### config.mk
export PLATFORM = sky130hd
export DESIGN_NAME = key_scan_debounce
export DESIGN_NICKNAME = d
export VERILOG_FILES = /design/src/rtl/key_scan_debounce.sv
export SDC_FILE = /design/constraint.sdc
export NUM_CORES = 1
export LEC_CHECK = 0
export BUFFER_PORTS_ARGS = -buffer_cell sky130_fd_sc_hd__buf_2
export CORE_UTILIZATION = 66
export CTS_CLUSTER_SIZE = 12
export DETAILED_ROUTE_END_ITERATION = 16
export GPL_TIMING_DRIVEN = 0
export MAX_ROUTING_LAYER = met4
export PLACE_DENSITY = 0.84
export SYNTH_ARGS = -nofsm -noshare
export SYNTH_HDL_FRONTEND = slang
export SYNTH_SLANG_ARGS = --single-unit
### constraint.sdc
create_clock -name clk -period 6 [get_ports clk]
set_input_delay 1.2 -clock clk [delete_from_list [all_inputs] [get_ports clk]]
set_output_delay 1.2 -clock clk [all_outputs]
set_load 0.005 [all_outputs]
### src/rtl/key_scan_debounce.sv
// key_scan_debounce: synchronises four active-low push-buttons, debounces the
// pressed pattern, and emits a one-cycle key_flag with a held active-high
// key_value. While the pattern is held, optional auto-repeat re-issues the flag.
module key_scan_debounce #(
  parameter int KEY_W           = 4,
  parameter int DEBOUNCE_CYCLES = 2000000,
  parameter int REPEAT_EN       = 1,
  parameter int REPEAT_DELAY    = 50000000,
  parameter int REPEAT_PERIOD   = 15000000
) (
  input  logic             clk,
  input  logic             rst_n,
  input  logic [KEY_W-1:0] key_data,
  output logic             key_flag,
  output logic [KEY_W-1:0] key_value
);

  // The counter is shared by every timed state, so size it for the longest interval.
  localparam int MAX_AB = (DEBOUNCE_CYCLES > REPEAT_DELAY) ? DEBOUNCE_CYCLES : REPEAT_DELAY;
  localparam int MAX_C  = (MAX_AB > REPEAT_PERIOD) ? MAX_AB : REPEAT_PERIOD;
  localparam int CNT_W  = $clog2(MAX_C);

  localparam logic [CNT_W-1:0] DB_LAST  = CNT_W'(DEBOUNCE_CYCLES - 1);
  localparam logic [CNT_W-1:0] RD_LAST  = CNT_W'(REPEAT_DELAY - 1);
  localparam logic [CNT_W-1:0] RP_LAST  = CNT_W'(REPEAT_PERIOD - 1);
  localparam logic [CNT_W-1:0] CNT_MAX  = '1;
  localparam logic [CNT_W-1:0] CNT_ONE  = CNT_W'(1);

  typedef enum logic [2:0] {
    IDLE     = 3'd0,
    DEBOUNCE = 3'd1,
    HOLD     = 3'd2,
    REPEAT   = 3'd3,
    RELEASE  = 3'd4
  } state_t;

  state_t           state_q, state_d;
  logic [CNT_W-1:0] cnt_q, cnt_d;
  logic [KEY_W-1:0] sync1_q, sync1_d;
  logic [KEY_W-1:0] sync2_q, sync2_d;
  logic [KEY_W-1:0] cand_q, cand_d;
  logic [KEY_W-1:0] key_value_q, key_value_d;
  logic             key_flag_q, key_flag_d;
  logic [KEY_W-1:0] pressed;

  // Next-state, counter and output strobe logic for the scan FSM.
  always_comb begin
    state_d     = state_q;
    cnt_d       = cnt_q;
    cand_d      = cand_q;
    key_value_d = key_value_q;
    key_flag_d  = 1'b0;
    sync1_d     = key_data;
    sync2_d     = sync1_q;
    pressed     = ~sync2_q;

    case (state_q)
      IDLE: begin
        if (pressed != '0) begin
          cand_d  = pressed;
          cnt_d   = '0;
          state_d = DEBOUNCE;
        end
      end
      DEBOUNCE: begin
        // Any change of the pattern abandons this attempt silently.
        if (pressed != cand_q) begin
          state_d = IDLE;
        end else if (cnt_q == DB_LAST) begin
          key_value_d = cand_q;
          key_flag_d  = 1'b1;
          cnt_d       = '0;
          state_d     = HOLD;
        end else begin
          cnt_d = cnt_q + CNT_ONE;
        end
      end
      HOLD: begin
        if (pressed != key_value_q) begin
          cnt_d   = '0;
          state_d = RELEASE;
        end else if ((REPEAT_EN != 0) && (cnt_q == RD_LAST)) begin
          key_flag_d = 1'b1;
          cnt_d      = '0;
          state_d    = REPEAT;
        end else if (cnt_q != CNT_MAX) begin
          // Saturate so a long hold without repeat never wraps.
          cnt_d = cnt_q + CNT_ONE;
        end
      end
      REPEAT: begin
        if (pressed != key_value_q) begin
          cnt_d   = '0;
          state_d = RELEASE;
        end else if (cnt_q == RP_LAST) begin
          key_flag_d = 1'b1;
          cnt_d      = '0;
        end else begin
          cnt_d = cnt_q + CNT_ONE;
        end
      end
      RELEASE: begin
        // All keys must stay released for a full window before a new press counts.
        if (pressed != '0) begin
          cnt_d = '0;
        end else if (cnt_q == DB_LAST) begin
          state_d = IDLE;
        end else begin
          cnt_d = cnt_q + CNT_ONE;
        end
      end
      default: begin
        state_d = IDLE;
        cnt_d   = '0;
      end
    endcase
  end

  // State, counter, synchroniser and output registers with synchronous reset.
  always_ff @(posedge clk) begin
    if (!rst_n) begin
      state_q     <= IDLE;
      cnt_q       <= '0;
      sync1_q     <= '1;
      sync2_q     <= '1;
      cand_q      <= '0;
      key_value_q <= '0;
      key_flag_q  <= 1'b0;
    end else begin
      state_q     <= state_d;
      cnt_q       <= cnt_d;
      sync1_q     <= sync1_d;
      sync2_q     <= sync2_d;
      cand_q      <= cand_d;
      key_value_q <= key_value_d;
      key_flag_q  <= key_flag_d;
    end
  end

  assign key_flag  = key_flag_q;
  assign key_value = key_value_q;

endmodule

* Yosys cells after proc, flatten, opt, wreduce, memory -nomap -nowiden
Cells that the tools add are included.
** Storage, ports and cells
- Register bits :: 46
- Bits in latches :: 0
- RAM bits :: 0
- Memory bits (read-only) :: 0
- Input bits :: 6
- Output and inout port bits :: 5
- Logic and storage cells :: 62
- Memories kept :: 0
** Cells by class
- $add $sub $neg :: 1
- $mul :: 0
- Div/mod/pow operators :: 0
- $lt $le $gt $ge :: 0
- Equality and inequality tests :: 19
- Shifts and indexed selects :: 0
- Multiplexer cells :: 27
- Bitwise logic cells :: 2
- Reduce and logical (&&, ||, !) cells :: 6
** Operator list (number)
- two-way mux 26 bit :: 10
- one-hot mux 26 bit (5 select lines) :: 1
- adder 26 x 1 -> 26 bit (second input constant) :: 1
- == test 26 x 21 -> 1 bit (second input constant) :: 1
- == test 26 x 24 -> 1 bit (second input constant) :: 1
- == test 26 bit (second input constant) :: 1
- inequality test 26 bit (second input constant) :: 1
- two-way mux 3 bit :: 8
- one-hot mux 3 bit (5 select lines) :: 1
- inequality test 2 bit (second input constant) :: 5
- inequality test 3 bit (second input constant) :: 3
- inequality test 4 bit :: 2
- == test 3 x 2 -> 1 bit (second input constant) :: 2
- two-way mux 1 bit :: 6
- AND reduction 6 bit :: 1
- inequality test 4 bit (second input constant) :: 1
- inverter 4 bit :: 1
- AND reduction 4 bit :: 1
- nonzero test 4 bit :: 1
- == test 3 x 1 -> 1 bit (second input constant) :: 1
- == test 3 bit (second input constant) :: 1
- logical NOT 3 bit :: 1
- one-hot mux 1 bit (3 select lines) :: 1
- AND reduction 3 bit :: 1
- 2 further kinds :: 2

* Longest topological paths before layout
- Word-level depth :: 5
- Depth in mapped cells :: 10
- Depth with buffers taken out :: 8

* Least setup slack after synthesis
No wires, ideal clock.
- Kind :: input to register
- Start point :: in rst_n
- End point :: reg cnt_q[0]
- Setup time :: 0.128 ns
- Data arrival time :: 2.195 ns
- Required time :: 5.872 ns
- Slack :: 3.676 ns
- Cell stages on the path :: 5
- Path buffers :: 3
- Path through :: clkbuf_1 inv_1 buf_1 clkbuf_1 o31ai_1
** RTL lines
- from (decl) :: line 12 : input logic rst_n,
- to (signal assigned) :: line 131 : cnt_q <= cnt_d;
- to (decl) :: line 38 : logic [CNT_W-1:0] cnt_q, cnt_d;
No word-level cell between the ends.

* Worst setup path after layout
- Start point :: in rst_n
- End point :: reg key_flag_q, in the netlist key_flag
** RTL lines
- to (signal assigned) :: line 136 : key_flag_q <= key_flag_d;
- to (decl) :: line 43 : logic key_flag_q, key_flag_d;
No word-level cell between the ends.

==> metrics.sh <==
STATUS='finished, final reports clean'
SYNTH-SEQ-CELLS=46
GR-TOTAL-OVERFLOW=0
SETUP_TNS_NS=0
FINAL_PERIOD_MINUS_WORST_SETUP_SLACK_NS=2.617
CP_STARTPOINT_KIND='input pin'
TIMING.CLOCK.SKEW_NS=0.008061
NUM_VIAS=2569
ROUTABILITYCONGESTION=0.9481
FINAL_LAYOUT_SIZE_SUFFIX_GT1_FRAC=0.1331
FINALHOLDWORSTSLACK_NS=0.4232
DETAIL_ROUTE.WL_PER_CELL_UM=18.81
MAPPEDNETLISTNETS=313
INSTANCES_NO_FILL=371
MULTI_INPUT_COMB_AREA_UM2=1585
LAYOUT.CELLS.MOST_COMMON_LIST='sky130_fd_sc_hd__dfxtp_1, sky130_fd_sc_hd__nand2_1, sky130_fd_sc_hd__nand3_1'
POST_CTS_RESIZE_COUNT=0
GLOBAL_ROUTE.USAGE.TOTAL=0.3538
DESIGN.CORE.AREA_UM2=3744
INITIALDRTVIOLATIONCOUNT=297
WORST-SLEW-PIN-TRANSITION_NS=0.6143
WORSTSKEWPAIRLATENCY_NS=0.31
STARTING_DENSITY_OF_THE_CORE=0.7076
GRT_PASS1_VIAS=2374
FILL_CELLS=278
HOLD_PATH_CLASS='reg2reg'
YOSYS.CELL_TYPES.COUNT=59
CELLPOWERDENSITY_nW_PER_UM2=288.0
DP.CELLS=363
CTS_ROOT_CELL='sky130_fd_sc_hd__clkbuf_8'
FIN_NETS=329
REGTOREGENDPOINT='cnt_q[11]'
POSTCTSSETUPREPAIRBUFS=0
GRT_FIRST_PASS_WIRELENGTH_UM=11160
IR_DROP_uV=222.4
CLKTRANSATPATHREGS_NS=0.10
STATIC-LEAKAGE-POWER_nW=0.9979
GRT_SETUP_UNREPAIRED='false'
FP.DIEAREA_UM2=4271
CELL_ROW_COUNT=22
POST_SYNTH_INSTANCE_AREA_UM2=2649
DRTPASS1ITERATIONS=5
CLOCK_TREE.HTREE_LEVEL_COUNT=2
CTSLONGESTPATHBUFFERS=2
FIN_UTIL=0.7610
GRT_MAX_DEGREE=18
MAXSLEWHEADROOM=0.5905
WORSTPATHMAXFANOUT=10
PORTION_OF_THE_CLOCK_CYCLE_CONSUMED_BY_THE_WORST_PATH_IN_THE_FINAL_LAYOUT=0.4362
WORST-ENDPOINT-REQUIRED_NS=6.19
DRT_DRC_VIOLATIONS_LEFT=0
WORSTSETUPPATHTYPE='in2reg'
SYN-MEAN-INSTANCE-AREA_UM2=8.656
CTS_INSERTED_BUFFERS=5
CTS_TREE='done'
TOP_LEVEL_I_O_COUNT=11
DRV_CAP=0
FINALSETUPVIOLCOUNT=0
INITIAL_ANTENNA_VIOLATION_COUNT=0
SLEW_VIOL_FINAL=0
MAX_CLOCK_FREQ_MHz=382.1
SYNTHCELLS=306
DETAILED_PLACE_HPWL_UM=4999
PLACEMENT.IO_BUFFERS=9
CRIT_PATH_START='rst_n'
DIE_WIDTH_UM=65.35
TIMING_HOLD_VIOLATIONS_FINAL=0
CRIT-REG2REG-LAUNCH='cnt_q[18]'
ANTENNA_CELLS_INSERTED=0
CRIT_END_ELEMENT='flip-flop'
COUNT_OF_HOLD_FIX_BUFFERS_INSERTED_AT_CTS=0
SEQ_AREA_UM2=920.9
LAYOUT.CELLS.MOST_COMMON='sky130_fd_sc_hd__dfxtp_1'
FF2FF_SETUP_SLACK_NS=3.47
CRITICAL_PATH_DATA_ARRIVAL_TIME_NS=2.81
ROUTE.FINAL.WIRE_LENGTH_UM=6979
EDFF_COUNT_SYNTH=0
AREA_DELTA_SYNTH_FINAL_PCT=7.558
CTS.SINKS=46
DRT-VIAS-PER-INSTANCE=6.925
SYNTH.YOSYS.WARNINGS=0
PRIMARY_FLIP_FLOP_CELL_CHOSEN_BY_SYNTHESIS_MAPPING='sky130_fd_sc_hd__dfxtp_1'
YS_SEQ_AREA_FRAC=0.3477
SETUP.WORST_PATH.END='key_flag'
REG2REGPATHDEPTH=9
YS_ASYNC_SR_FRACTION=0
ANTENNA_VIOLATING_NETS_POST_ROUTE=0
DIE_HEIGHT_UM=65.35
how the worst min path moves through the flow:
stage / start / end / slack (ns) / cells past startpoint
final: sync1_q[3] / sync2_q[3] / 0.42 / 1
after global routing: sync1_q[3] / sync2_q[3] / 0.43 / 1
after CTS: sync1_q[3] / sync2_q[3] / 0.43 / 1
after detailed placement: sync1_q[3] / sync2_q[3] / 0.40 / 1
after global placement: sync1_q[3] / sync2_q[3] / 0.39 / 1
after floorplan: sync1_q[0] / sync2_q[0] / 0.39 / 1
report_power, final:
group	internal [mW]	switching, mW	total, mW
sequential	0.318	0.0112	0.329
clock	0.0867	0.123	0.210
combinational	0.0959	0.186	0.282
critical path: stages:
cell	delay (ns)
sky130_fd_sc_hd__clkbuf_1	0.26
sky130_fd_sc_hd__inv_1	0.22
sky130_fd_sc_hd__buf_1	0.33
sky130_fd_sc_hd__clkbuf_1	0.35
sky130_fd_sc_hd__nor4b_1	0.45
sequential cells by signal, indices dropped and copies added, names as in the netlist:
register / cells
cnt_q: 26
cand_q: 4
key_value: 4
sync1_q: 4
sync2_q: 4
state_q: 3
key_flag: 1
layer usage:
metal  GRT usage  part of all wire
met4      0.1685             0.017
met1      0.4597              0.43
met3     0.05035             0.085
met2      0.5399              0.46
met5           -                 0
stage by stage:
step / instance area (um2) / worst slack, ns / total power, mW
3_5_place_dp: 2754 / 3.128 / 0.6085
5_1_grt: 2849 / 3.335 / 0.8484
6_report: 2849 / 3.383 / 0.8204
2_1_floorplan: 2649 / 3.676 / 0.5395
3_3_place_gp: 2754 / 3.135 / 0.6051
4_1_cts: 2849 / 3.471 / 0.8091
kinds of logic (layout without fill, tap and decap cells):
family | after synthesis | after routing | share of synthesized area
simple gates | 163 | 163 | 0.3656
buf+inv | 25 | 42 | 0.05384
xor+xnor | 8 | 8 | 0.02645
mux | 7 | 7 | 0.02645
compound gates | 56 | 56 | 0.1753
flops | 46 | 46 | 0.3477
fa+ha+maj | 1 | 1 | 0.004723
cell usage after synthesis, types with 5 or more instances:
library cell               number  area share
sky130_fd_sc_hd__and3_1         7       0.017
sky130_fd_sc_hd__nor2_1        19       0.027
sky130_fd_sc_hd__nor3_1         7       0.013
sky130_fd_sc_hd__clkbuf_1      10       0.014
sky130_fd_sc_hd__buf_6          5       0.021
sky130_fd_sc_hd__nand2b_1      12       0.028
sky130_fd_sc_hd__o211ai_1      11       0.031
sky130_fd_sc_hd__and2_1         5       0.012
sky130_fd_sc_hd__nand3_1       26       0.049
sky130_fd_sc_hd__or3_1          7       0.017
sky130_fd_sc_hd__nand2_1       27       0.038
sky130_fd_sc_hd__o21ai_0        5      0.0094
sky130_fd_sc_hd__mux2i_1        7       0.026
sky130_fd_sc_hd__dfxtp_1       46        0.35
sky130_fd_sc_hd__nand4_1       17       0.040
layout make-up:
type                       count  share of cell area
inverter                       4            0.005270
clock buffer                   5             0.02415
buffer                        21             0.04480
clock inverter                 3            0.009223
tap                           48             0.02108
sequential                    46              0.3232
multi-input combinational    235              0.5564
timing repair buffer           9             0.01581
No activity file was read; power rests on OpenSTA's default activity.
